[config.mk]
export PLATFORM = sky130hd
export DESIGN_NAME = load_store_unit
export DESIGN_NICKNAME = d
export VERILOG_FILES = /design/src/rtl/load_store_unit_pkg.sv /design/src/rtl/load_store_unit_lane_mux.sv /design/src/rtl/load_store_unit.sv
export SDC_FILE = /design/constraint.sdc
export NUM_CORES = 1
export LEC_CHECK = 0
export ABC_AREA = 0
export CAP_MARGIN = 20
export CORE_ASPECT_RATIO = 1.2
export CORE_MARGIN = 2
export CORE_UTILIZATION = 28
export CTS_CLUSTER_SIZE = 30
export DETAILED_ROUTE_END_ITERATION = 8
export PLACE_DENSITY = 0.49
export REMOVE_ABC_BUFFERS = 1
export SETUP_SLACK_MARGIN = 0.2
export SLEW_MARGIN = 10
export SYNTH_ARGS = -nofsm -noshare
export SYNTH_HDL_FRONTEND = slang
export SYNTH_SLANG_ARGS = --single-unit
[constraint.sdc]
create_clock -name clk -period 7.4 [get_ports clk]
set_input_delay 1.48 -clock clk [delete_from_list [all_inputs] [get_ports clk]]
set_output_delay 1.48 -clock clk [all_outputs]
set_load 0.03 [all_outputs]
[src/rtl/load_store_unit_pkg.sv]
// Shared RISC-V defines (widths, LSU size and FSM encodings) and the LSU package.
// Pure declarations: no logic, no latency, no flow control.
`ifndef RISC_V_DEFINES
`define RISC_V_DEFINES
`define REG_WIDTH        32
`define DMEM_ADDR_WIDTH  10
`define DMEM_DEPTH       1024
`define LSU_SIZE_B       2'b00
`define LSU_SIZE_H       2'b01
`define LSU_SIZE_W       2'b10
`define LSU_ST_IDLE      2'b00
`define LSU_ST_RD        2'b01
`define LSU_ST_WR        2'b10
`define LSU_ST_RESP      2'b11
`endif

package load_store_unit_pkg;

    localparam logic [1:0] LSU_SIZE_B  = `LSU_SIZE_B;
    localparam logic [1:0] LSU_SIZE_H  = `LSU_SIZE_H;
    localparam logic [1:0] LSU_SIZE_W  = `LSU_SIZE_W;

    localparam logic [1:0] ST_IDLE     = `LSU_ST_IDLE;
    localparam logic [1:0] ST_RD       = `LSU_ST_RD;
    localparam logic [1:0] ST_WR       = `LSU_ST_WR;
    localparam logic [1:0] ST_RESP     = `LSU_ST_RESP;

    // Reserved size 2'b11 behaves as a word access.
    function automatic logic [2:0] lsu_access_bytes(input logic [1:0] size);
        case (size)
            LSU_SIZE_B: lsu_access_bytes = 3'd1;
            LSU_SIZE_H: lsu_access_bytes = 3'd2;
            default:    lsu_access_bytes = 3'd4;
        endcase
    endfunction

endpackage

[src/rtl/load_store_unit_lane_mux.sv]
// Byte-lane merge for sub-word stores and lane extract/extend for loads.
// Purely combinational, zero latency, no flow control.
module lsu_lane_mux
    import load_store_unit_pkg::*;
#(
    parameter int REG_WIDTH = `REG_WIDTH
) (
    input  logic [1:0]           i_size,
    input  logic                 i_unsigned,
    input  logic [1:0]           i_lane,
    input  logic [REG_WIDTH-1:0] i_word,
    input  logic [REG_WIDTH-1:0] i_wdata,
    output logic [REG_WIDTH-1:0] o_merged,
    output logic [REG_WIDTH-1:0] o_load
);

    logic [7:0]  w_byte;
    logic [15:0] w_half;

    always_comb begin
        o_merged = i_word;
        o_load   = '0;
        w_byte   = i_word[{i_lane, 3'b000} +: 8];
        w_half   = i_word[{i_lane[1], 4'b0000} +: 16];
        case (i_size)
            LSU_SIZE_B: begin
                o_merged[{i_lane, 3'b000} +: 8] = i_wdata[7:0];
                o_load = i_unsigned ? {{(REG_WIDTH-8){1'b0}}, w_byte}
                                    : {{(REG_WIDTH-8){w_byte[7]}}, w_byte};
            end
            LSU_SIZE_H: begin
                o_merged[{i_lane[1], 4'b0000} +: 16] = i_wdata[15:0];
                o_load = i_unsigned ? {{(REG_WIDTH-16){1'b0}}, w_half}
                                    : {{(REG_WIDTH-16){w_half[15]}}, w_half};
            end
            default: begin
                o_merged = i_wdata;
                o_load   = i_word;
            end
        endcase
    end

endmodule

[src/rtl/load_store_unit.sv]
// Load/store unit: 1 request in flight, response 1 (error), 2 (load/word store) or 3 (sub-word store) cycles after accept.
// req_ready only in IDLE; the one-cycle response strobe cannot be backpressured.
module load_store_unit
    import load_store_unit_pkg::*;
#(
    parameter int REG_WIDTH       = `REG_WIDTH,
    parameter int DMEM_ADDR_WIDTH = `DMEM_ADDR_WIDTH,
    parameter int DMEM_DEPTH      = `DMEM_DEPTH
) (
    input  logic                       clk,
    input  logic                       reset_n,
    input  logic                       req_valid,
    output logic                       req_ready,
    input  logic                       req_we,
    input  logic [1:0]                 req_size,
    input  logic                       req_unsigned,
    input  logic [REG_WIDTH-1:0]       req_addr,
    input  logic [REG_WIDTH-1:0]       req_wdata,
    output logic                       rsp_valid,
    output logic [REG_WIDTH-1:0]       rsp_rdata,
    output logic                       rsp_misalign,
    output logic                       rsp_range,
    output logic                       dmem_wr_en,
    output logic [DMEM_ADDR_WIDTH-1:0] dmem_addr,
    output logic [REG_WIDTH-1:0]       dmem_wr_data,
    input  logic [REG_WIDTH-1:0]       dmem_rdata
);

    localparam logic [REG_WIDTH:0] DEPTH_EXT = (REG_WIDTH+1)'(DMEM_DEPTH);

    logic [1:0]                 r_state;
    logic                       r_we;
    logic [1:0]                 r_size;
    logic                       r_unsigned;
    logic [DMEM_ADDR_WIDTH-1:0] r_addr;
    logic [REG_WIDTH-1:0]       r_wdata;
    logic                       r_misalign;
    logic                       r_range;
    logic [REG_WIDTH-1:0]       r_word;

    logic                       w_accept;
    logic                       w_misalign;
    logic                       w_range;
    logic [REG_WIDTH:0]         w_end;
    logic [REG_WIDTH-1:0]       w_merged;
    logic [REG_WIDTH-1:0]       w_load;

    assign w_accept   = req_valid && (r_state == ST_IDLE);
    assign w_misalign = (req_size == LSU_SIZE_H) ? req_addr[0]
                                                 : (req_size[1] && (req_addr[1:0] != 2'b00));
    // One extra bit so an address near the top of the register range cannot wrap.
    assign w_end      = {1'b0, req_addr} + (REG_WIDTH+1)'(lsu_access_bytes(req_size));
    assign w_range    = w_end > DEPTH_EXT;

    always_ff @(posedge clk or negedge reset_n) begin
        if (!reset_n) begin
            r_state    <= ST_IDLE;
            r_we       <= 1'b0;
            r_size     <= 2'b00;
            r_unsigned <= 1'b0;
            r_addr     <= '0;
            r_wdata    <= '0;
            r_misalign <= 1'b0;
            r_range    <= 1'b0;
            r_word     <= '0;
        end else begin
            case (r_state)
                ST_IDLE: begin
                    if (w_accept) begin
                        r_we       <= req_we;
                        r_size     <= req_size;
                        r_unsigned <= req_unsigned;
                        r_addr     <= req_addr[DMEM_ADDR_WIDTH-1:0];
                        r_wdata    <= req_wdata;
                        r_misalign <= w_misalign;
                        r_range    <= w_range;
                        if (w_misalign || w_range)
                            r_state <= ST_RESP;
                        else if (req_we && req_size[1])
                            r_state <= ST_WR;
                        else
                            r_state <= ST_RD;
                    end
                end
                ST_RD: begin
                    r_word  <= dmem_rdata;
                    r_state <= r_we ? ST_WR : ST_RESP;
                end
                ST_WR:   r_state <= ST_RESP;
                default: r_state <= ST_IDLE;
            endcase
        end
    end

    lsu_lane_mux #(
        .REG_WIDTH (REG_WIDTH)
    ) u_lane_mux (
        .i_size     (r_size),
        .i_unsigned (r_unsigned),
        .i_lane     (r_addr[1:0]),
        .i_word     (r_word),
        .i_wdata    (r_wdata),
        .o_merged   (w_merged),
        .o_load     (w_load)
    );

    // Everything below decodes registered state only; req_* never reaches dmem_*.
    always_comb begin
        req_ready    = (r_state == ST_IDLE);
        dmem_wr_en   = 1'b0;
        dmem_addr    = '0;
        dmem_wr_data = '0;
        rsp_valid    = 1'b0;
        rsp_rdata    = '0;
        rsp_misalign = 1'b0;
        rsp_range    = 1'b0;
        case (r_state)
            ST_RD: dmem_addr = {r_addr[DMEM_ADDR_WIDTH-1:2], 2'b00};
            ST_WR: begin
                dmem_addr    = {r_addr[DMEM_ADDR_WIDTH-1:2], 2'b00};
                dmem_wr_en   = 1'b1;
                dmem_wr_data = r_size[1] ? r_wdata : w_merged;
            end
            ST_RESP: begin
                rsp_valid    = 1'b1;
                rsp_misalign = r_misalign;
                rsp_range    = r_range;
                if (!r_we && !r_misalign && !r_range)
                    rsp_rdata = w_load;
            end
            default: ;
        endcase
    end

endmodule

==> flow_metrics.py, run 1 <==
metrics = {
    "status": {
        "outcome": "finished clean",
    },
    "routing": {
        "drc_errors": 0,
        "dr.pass1.iters": 7,
        "wirelength_um": 22900,
        "viasPerCell": 5.58,
        "ant_nets": 0,
        "wl_per_cell_um": 20.8,
        "drt_iter0_markers": 516,
        "num_vias": 6136,
    },
    "clocking": {
        "tritoncts": "done",
        "clock_latency_ns": 0.35,
        "path_clk_slew_ns": 0.06,
        "cts-root-buf": "clkbuf_16",
        "cts.sinks": 82,
        "post_cts.repair.setup_buffers": 0,
        "cts-buffers-inserted": 9,
        "cts_resized": 0,
        "cts_max_level": 3,
        "clock_path_buffers": 2,
        "hold_buffers": 0,
    },
    "hold_path": {
        "holdPathStages": 1,
        "hp-class": "reg -> reg",
    },
    "yosys": {
        "syn_inst": 669,
        "ys_ff_latch": 82,
        "ys_seq_area_share_pct": 33.4,
        "ys_types": 70,
        "synth_top_cell_by_area": "dfrtp_1",
        "yosysTopAreaCellShare_pct": 33.4,
        "netlist_area_um2": 6140,
        "synth_edf_count": 0,
        "synthTopCellsByArea": "dfrtp_1, mux2_2, a21oi_1",
        "postSynth.asyncResetShare_pct": 100,
        "synth_ff_type": "dfrtp_1",
        "ys_warn_count": 0,
        "synthTopCellsByCount": "dfrtp_1, mux2_2, a21oi_1, o21ai_0, nand2_1",
        "synth.most_common_cell": "dfrtp_1",
        "synth.avg_cell_area_um2": 9.18,
    },
    "sta": {
        "report.final.slew_viol_count": 0,
        "fmaxAchievable_mhz": 177,
        "worst_pin_slew_ns": 1.14,
        "skew_ns": 0.00544,
        "slew_headroom_pct": 23.2,
        "rsz0062_at_grt": "false",
        "finalCriticalPeriod_ns": 5.66,
        "hold_violations": 0,
        "period_share_pct": 76.4,
        "setup_viol": 0,
        "fin_tns_setup_ns": 0,
    },
    "floorplanning": {
        "die_w_um": 139,
        "core_area_um2": 21600,
        "num_rows": 59,
        "start_util_pct": 28.4,
        "ios": 182,
        "die-area_um2": 23100,
        "die_h_um": 166,
    },
    "finish": {
        "diodes": 0,
        "fin_nets": 937,
        "multi_input_area_um2": 3770,
        "fillerInstances": 2159,
        "areaGrowthSynthToFinish_pct": 37.5,
        "final_area_um2": 8440,
        "final_util_pct": 39.0,
        "seqCellArea_um2": 2060,
        "drive_gt1_share_pct": 14.4,
    },
    "worst_setup_path": {
        "rrSetupSlack_ns": 5.27,
        "path_class": "reg -> out",
        "worstRegToRegCells": 7,
        "crit_required_ns": 5.92,
        "crit_arrival_ns": 4.18,
        "crit_fanout": 15,
        "start_kind": "flip-flop",
        "end_kind": "output pin",
    },
    "placed_design": {
        "gp_congestion": 0.871,
        "place_area_um2": 8130,
        "place_hpwl_um": 16600,
        "numPortBuffers": 179,
    },
    "run": {
        "cap_violations": 0,
    },
    "power": {
        "total_power_mw": 3.52,
        "ir_worst_vdd_uv": 208,
        "powerDensity_nw_per_um2": 417,
        "p_leak_nw": 3.18,
    },
    "global_route": {
        "grt_max_degree": 63,
        "grt_overflow": 0,
        "grt_usage_pct": 19.3,
        "grt_pass1_wl_um": 35200,
        "antenna_found_initial": 0,
        "first_global_vias": 6142,
    },
}
[report_power, final]
group	internal (mW)	switching [mW]	total (mW)
clock network	0.293	0.179	0.473
registers	0.677	0.332	1.01
logic	0.885	1.15	2.04
total	1.86	1.66	3.52
[path summary, 6_finish.rpt]
kind | from | endpoint
worst max-delay path | r_addr[0] | dmem_wr_data[23]
worst min-delay path | r_addr[8] | r_addr[8]
worst max register to register | r_state[1] | r_state[0]
worst min register to register | r_addr[8] | r_addr[8]
max in group asynchronous | reset_n | r_addr[1]
min in group asynchronous | reset_n | r_wdata[6]
[state kept, by name (all words and copies together) (netlist names)]
register and flops:
r_range 1, r_misalign 1, r_unsigned 1, r_addr 10, r_state 2, r_size 2, r_we 1, r_word 32
r_wdata 32
[kinds of logic (layout without fill, tap and decap cells)]
logic type                 count (synthesis)  after routing  share of synthesized area (%)
AOI/OAI and AO/OA                        215            215                           24.0
xor gates and xnor gates                   2              2                          0.285
adders and majority gates                 13             13                           2.77
buffers and inverters                     80            235                           5.30
DFF                                       82             82                           33.4
muxes                                     89             89                           17.0
other                                      1              2                         0.0611
and+or+nand+nor                          187            187                           17.2
[through the flow]
stage               setup WS (ns)  hold WS, ns  std cells
floorplan                    2.18        0.471        623
global placement             2.10        0.480       1082
detailed placement           1.93        0.486       1082
global route                 1.44        0.518       1099
CTS                          1.57        0.499       1097
finish                       1.74        0.497       1099
[placed cells by master, fill, tap and decap left out, types with 7 or more instances in the layout]
cell type / instances
clkdlybuf4s50_1: 178
dfrtp_1: 79
mux2_2: 61
a21oi_1: 56
o21ai_0: 45
nand2_1: 39
nor2_1: 35
inv_1: 31
nor2b_1: 26
a211oi_1: 23
a221oi_1: 23
mux2i_1: 21
and2_1: 16
ha_1: 11
nor3_1: 10
clkbuf_16: 9
nand3_1: 8
a31oi_1: 8
o221ai_1: 8
nor4_1: 8
buf_4: 8
o22ai_1: 7
[worst max-delay path: stages (launching register included)]
cell	delay, ns
dfrtp_1	0.85
inv_1	0.30
ha_1	0.44
nor4b_2	0.69
a221oi_1	0.24
a211oi_1	0.40
a21oi_1	0.08
nor2b_1	0.15
clkdlybuf4s50_1	0.68
[metal layers]
layer  routed length (um)  up-vias  global-route usage (%)
met5                    0        -                       0
met4                  746        0                    8.61
met3                 1410       43                    2.91
met2                11000      252                    32.3
met1                 9780     3017                    24.6
li1                     -     2824                       -
[layout make-up]
class                      instances  area share, %
clock buffer                      12           2.80
timing repair buffer             187           21.9
multi-input combinational        508           44.7
clock inverter                     3          0.771
inverter                          33           1.47
tap                              274           4.06
sequential                        82           24.3
Note: power is estimated with default switching activity, not from simulation.
==> run 2: changes to the inputs <==
- clock period: 7.4 -> 5.8 ns (I/O delays scaled with it)
==> flow_metrics.py, run 2 (same netlist as run 1, synthesis figures left out) <==
metrics = {
    "routing": {
        "dr.pass1.iters": 5,
        "viasPerCell": 5.57,
        "ant_nets": 0,
        "wl_per_cell_um": 20.6,
        "wirelength_um": 22800,
        "num_vias": 6144,
        "drc_errors": 0,
        "drt_iter0_markers": 484,
    },
    "clocking": {
        "cts_max_level": 3,
        "clock_path_buffers": 2,
        "cts-buffers-inserted": 9,
        "cts.sinks": 82,
        "cts_resized": 0,
        "post_cts.repair.setup_buffers": 0,
        "tritoncts": "done",
        "path_clk_slew_ns": 0.06,
        "cts-root-buf": "clkbuf_16",
        "hold_buffers": 0,
        "clock_latency_ns": 0.35,
    },
    "sta": {
        "fmaxAchievable_mhz": 193,
        "report.final.slew_viol_count": 0,
        "rsz0062_at_grt": "false",
        "finalCriticalPeriod_ns": 5.17,
        "fin_tns_setup_ns": 0,
        "period_share_pct": 89.2,
        "worst_hold_slack_ns": 0.497,
        "slew_headroom_pct": 44.6,
        "worst_pin_slew_ns": 0.830,
        "skew_ns": 0.00648,
        "hold_violations": 0,
        "setup_viol": 0,
    },
    "hold_path": {
        "hp-start": "r_addr[9]",
        "hp-class": "reg -> reg",
    },
    "floorplanning": {
        "die_w_um": 139,
        "num_rows": 59,
        "die_h_um": 166,
        "die-area_um2": 23100,
        "ios": 182,
        "core_area_um2": 21600,
        "start_util_pct": 28.4,
    },
    "power": {
        "sw_frac_of_total_pct": 46.3,
        "pwr-share-clk_pct": 14.4,
        "power_frac_seq_pct": 27.7,
        "total_power_mw": 4.55,
        "powerDensity_nw_per_um2": 533,
        "ir_worst_vdd_uv": 271,
        "combPwrFrac_pct": 57.9,
        "netSwitchingPower_mw": 2.11,
        "p_leak_nw": 3.22,
        "cell_internal_pwr_mw": 2.44,
    },
    "global_route": {
        "antenna_found_initial": 0,
        "grt_pass1_wl_um": 35100,
        "first_global_vias": 6139,
        "grt_overflow": 0,
        "grt_usage_pct": 19.4,
        "grt_max_degree": 63,
    },
    "worst_setup_path": {
        "crit_required_ns": 4.64,
        "path_class": "reg -> out",
        "end_kind": "output pin",
        "crit_arrival_ns": 4.01,
        "timing.critical_path.from": "r_addr[1]",
        "crit_fanout": 24,
        "start_kind": "flip-flop",
        "r2r_start": "r_state[0]",
    },
    "placed_design": {
        "gp_congestion": 0.884,
        "place_hpwl_um": 16800,
        "numPortBuffers": 179,
    },
    "finish": {
        "fin_nets": 941,
        "final_util_pct": 39.4,
        "seqCellArea_um2": 2060,
        "multi_input_area_um2": 3780,
        "final_common_cell": "clkdlybuf4s50_1",
        "areaGrowthSynthToFinish_pct": 38.9,
        "drive_gt1_share_pct": 15.1,
        "fillerInstances": 2188,
        "reg_top3": "r_wdata x32, r_word x32, r_addr x10",
        "layout_common_cells": "clkdlybuf4s50_1, dfrtp_1, mux2_2",
        "diodes": 0,
    },
    "status": {
        "outcome": "finished clean",
    },
    "run": {
        "cap_violations": 0,
    },
}
-- run 2: worst paths after layout --
kind                               endpoint  slack (ns)  cells after the start
max in group asynchronous         r_addr[1]        3.92                      2
hold / removal                    r_addr[9]        0.50                      1
setup reg to reg                 r_wdata[1]        3.71                      5
setup / recovery           dmem_wr_data[31]        0.63                      9
min in group asynchronous       r_wdata[20]        0.75                      1
hold reg to reg                   r_addr[9]        0.50                      1
-- run 2: metrics by stage --
stage	cell area [um^2]	setup WS (ns)	cells
floorplan	5940	0.900	623
global placement	8160	0.600	1086
detailed placement	8160	0.596	1086
CTS	8490	0.208	1101
global route	8530	0.354	1103
finish	8530	0.628	1103
-- run 2: power by group through the flow --
stage               clock network (mW)  logic, mW  registers (mW)
floorplan                            0       1.67            1.19
detailed placement                   0       2.62            1.26
finish                           0.655       2.63            1.26
global route                     0.697       2.86            1.30
global placement                     0       2.59            1.25
CTS                              0.675       2.63            1.25
-- run 2: critical path: stages (launching register included) --
cell and delay, ns:
dfrtp_4 0.64, clkinv_1 0.35, ha_1 0.43, nor4_2 0.64, buf_4 0.27, a221oi_1 0.09, a211oi_1 0.32, a21oi_1 0.07
nor2b_1 0.15, clkdlybuf4s50_1 0.68
-- run 2: final cells by class --
type | instances | area share (%)
repair buffers | 191 | 22.2
well taps | 274 | 4.02
multi-input cells | 508 | 44.3
inverters | 33 | 1.45
clock inverters | 5 | 1.22
flip-flops and latches | 82 | 24.1
clock buffers | 10 | 2.68
-- run 2: layer usage --
layer	vias up	part of all wire, %	track usage, %
met5	-	0	0
met2	254	49	32.6
met3	37	6.3	4.33
met4	0	2.9	7.38
li1	2833	-	-
met1	3020	41	24.3
==> run 3: changes to the inputs <==
- PLACE_DENSITY: 0.49 -> 0.48
- SYNTH_HIERARCHICAL: default -> 1
- clock period: 5.8 -> 6.3 ns (I/O delays scaled with it)
==> flow_metrics.py, run 3 <==
metrics = {
    "status": {
        "outcome": "finished clean",
    },
    "clocking": {
        "clock_latency_ns": 0.35,
        "hold_buffers": 0,
        "cts-buffers-inserted": 9,
        "path_clk_slew_ns": 0.06,
        "tritoncts": "done",
        "clock_path_buffers": 2,
        "cts_resized": 0,
        "cts_max_level": 3,
        "post_cts.repair.setup_buffers": 0,
        "cts.sinks": 82,
        "cts-root-buf": "clkbuf_16",
    },
    "floorplanning": {
        "num_rows": 61,
        "die_w_um": 144,
        "die-area_um2": 24700,
        "start_util_pct": 28.5,
        "die_h_um": 172,
        "core_area_um2": 23100,
        "ios": 182,
    },
    "yosys": {
        "synth_top_cell_by_area": "dfrtp_1",
        "ys_seq_area_share_pct": 31.2,
        "ys_ff_latch": 82,
        "ys_warn_count": 6,
        "ys_types": 78,
        "synth.most_common_cell": "dfrtp_1",
        "synth.avg_cell_area_um2": 9.73,
        "yosysTopAreaCellShare_pct": 31.2,
        "netlist_area_um2": 6580,
        "synth_edf_count": 0,
        "synthTopCellsByCount": "dfrtp_1, mux2_2, mux2i_1, and2_1, nor2b_1",
        "synth_ff_type": "dfrtp_1",
        "synthTopCellsByArea": "dfrtp_1, mux2_2, mux2i_1",
        "syn_inst": 676,
        "postSynth.asyncResetShare_pct": 100,
    },
    "worst_setup_path": {
        "start_kind": "flip-flop",
        "path_class": "reg -> out",
        "endpoint": "dmem_wr_data[12]",
        "crit_required_ns": 5.04,
        "cp_num_buf_inv": 2,
        "timing.critical_path.from": "r_size[1]",
        "rrSetupSlack_ns": 4.23,
        "cpLargestDelayFamily": "buffers and inverters",
        "cp.depth": 6,
        "r2r_start": "r_state[0]",
        "path_cells": "buf_4, or2_0, a221o_1, mux2i_1, nor2b_1, clkdlybuf4s50_1",
        "crit_fanout": 71,
        "end_kind": "output pin",
        "reg2reg_to": "r_wdata[24]",
        "slowest_delay_ns": 0.94,
        "cp_slowest_cell": "dfrtp_4",
        "worstRegToRegCells": 5,
        "crit_arrival_ns": 3.48,
    },
    "sta": {
        "period_share_pct": 75.3,
        "slew_headroom_pct": 45.0,
        "fmaxAchievable_mhz": 211,
        "setup_slack_ns": 1.56,
        "rsz0062_at_grt": "false",
        "skew_ns": 0.00912,
        "setup_viol": 0,
        "worst_pin_slew_ns": 0.825,
        "report.final.slew_viol_count": 0,
        "hold_violations": 0,
        "finalCriticalPeriod_ns": 4.74,
        "fin_tns_setup_ns": 0,
        "worst_hold_slack_ns": 0.486,
    },
    "run": {
        "cap_violations": 0,
    },
    "power": {
        "powerDensity_nw_per_um2": 508,
        "pwr-share-clk_pct": 12.7,
        "ir_worst_vdd_uv": 148,
        "cell_internal_pwr_mw": 2.48,
        "combPwrFrac_pct": 58.5,
        "power_frac_seq_pct": 28.8,
        "netSwitchingPower_mw": 2.06,
        "p_leak_nw": 3.48,
        "total_power_mw": 4.54,
        "sw_frac_of_total_pct": 45.4,
    },
    "routing": {
        "wirelength_um": 23100,
        "dr.pass1.iters": 7,
        "drt_iter0_markers": 362,
        "ant_nets": 0,
        "wl_per_cell_um": 20.2,
        "drc_errors": 0,
        "num_vias": 6031,
        "viasPerCell": 5.26,
    },
    "global_route": {
        "met2_usage_pct": 32.8,
        "first_global_vias": 5935,
        "grt_usage_pct": 18.4,
        "grt_overflow": 0,
        "grt_max_degree": 72,
        "antenna_found_initial": 0,
        "grt-busiest-layer": "met2",
        "grt_util_met3_pct": 4.82,
        "grt_pass1_wl_um": 34500,
        "met1_usage_pct": 21.7,
    },
    "finish": {
        "diodes": 0,
        "layout_common_cells": "clkdlybuf4s50_1, dfrtp_1, mux2_2",
        "reg_top3": "r_wdata x32, r_word x32, r_addr x10",
        "areaGrowthSynthToFinish_pct": 35.9,
        "instances_no_fill": 1146,
        "drive_gt1_share_pct": 14.8,
        "final_common_cell": "clkdlybuf4s50_1",
        "fin_nets": 942,
    },
    "placed_design": {
        "place_hpwl_um": 17600,
        "preCtsSetupSlack_ns": 1.75,
        "numPortBuffers": 179,
        "gp_congestion": 0.854,
        "placed_cells_incl_taps": 1129,
    },
    "hold_path": {
        "hp-class": "reg -> reg",
    },
}
## run 3: cell count changes in the layout (fill, tap and decap cells not counted), sizes merged, moves of 12 or more
cell,delta
nor2b,+16
and2,+28
a221oi,-21
mux2i,+29
a221o,+28
nor2,-20
mux2,+25
a21oi,-37
inv,-12
a211oi,-24
## run 3: kinds of logic after synthesis
| logic type | after synthesis | share of synthesized area [%] |
|---|---|---|
| xor gates and xnor gates | 3 | 0.399 |
| and+or+nand+nor | 234 | 22.7 |
| AOI/OAI and AO/OA | 137 | 15.6 |
| other | 1 | 0.0570 |
| buffers and inverters | 68 | 4.43 |
| DFF | 82 | 31.2 |
| adders and majority gates | 13 | 2.59 |
| muxes | 138 | 23.1 |
## run 3: worst min path at each step
stage | endpoint | start | cells past startpoint
2_1_floorplan | r_addr[8] | r_addr[8] | 2
3_3_place_gp | r_addr[8] | r_addr[8] | 2
3_5_place_dp | r_addr[8] | r_addr[8] | 2
6_report | r_addr[8] | r_addr[8] | 2
5_1_grt | r_addr[8] | r_addr[8] | 2
4_1_cts | r_addr[8] | r_addr[8] | 2
## run 3: cell type report
type                       instances  area, um^2
tap                              315         394
sequential                        82        2060
inverter                          18        67.6
fill                            2317       14200
multi-input combinational        527        4250
clock inverter                     6        88.8
timing repair buffer             188        1860
clock buffer                      10         229
## run 3: power by group through the flow
| stage | Sequential [mW] | Clock (mW) | Combinational, mW |
|---|---|---|---|
| after global routing | 1.36 | 0.622 | 2.87 |
| after detailed placement | 1.33 | 0 | 2.64 |
| after CTS | 1.31 | 0.594 | 2.65 |
| after global placement | 1.32 | 0 | 2.62 |
| final | 1.31 | 0.578 | 2.65 |
| after floorplan | 1.13 | 0 | 1.88 |
## run 3: worst reg2reg max path, cell delays in order, from the launching register on
cell and delay [ns]:
dfrtp_1 0.42, inv_1 0.10, ha_1 0.27, and2_1 0.26, buf_4 0.46, mux2_2 0.44
## run 3: per-stage QoR
| stage | cell area [um^2] | utilization [%] |
|---|---|---|
| final | 8940 | 38.7 |
| after detailed placement | 8610 | 37.2 |
| after global routing | 8940 | 38.7 |
| after CTS | 8930 | 38.6 |
| after floorplan | 6360 | - |
| after global placement | 8610 | 37.2 |
## run 3: per-layer routing
layer  wire length [um]  part of all wire, %
met5                  0                    0
met4                520                  2.2
met3               1710                  7.4
met2              11600                   50
met1               9350                   40
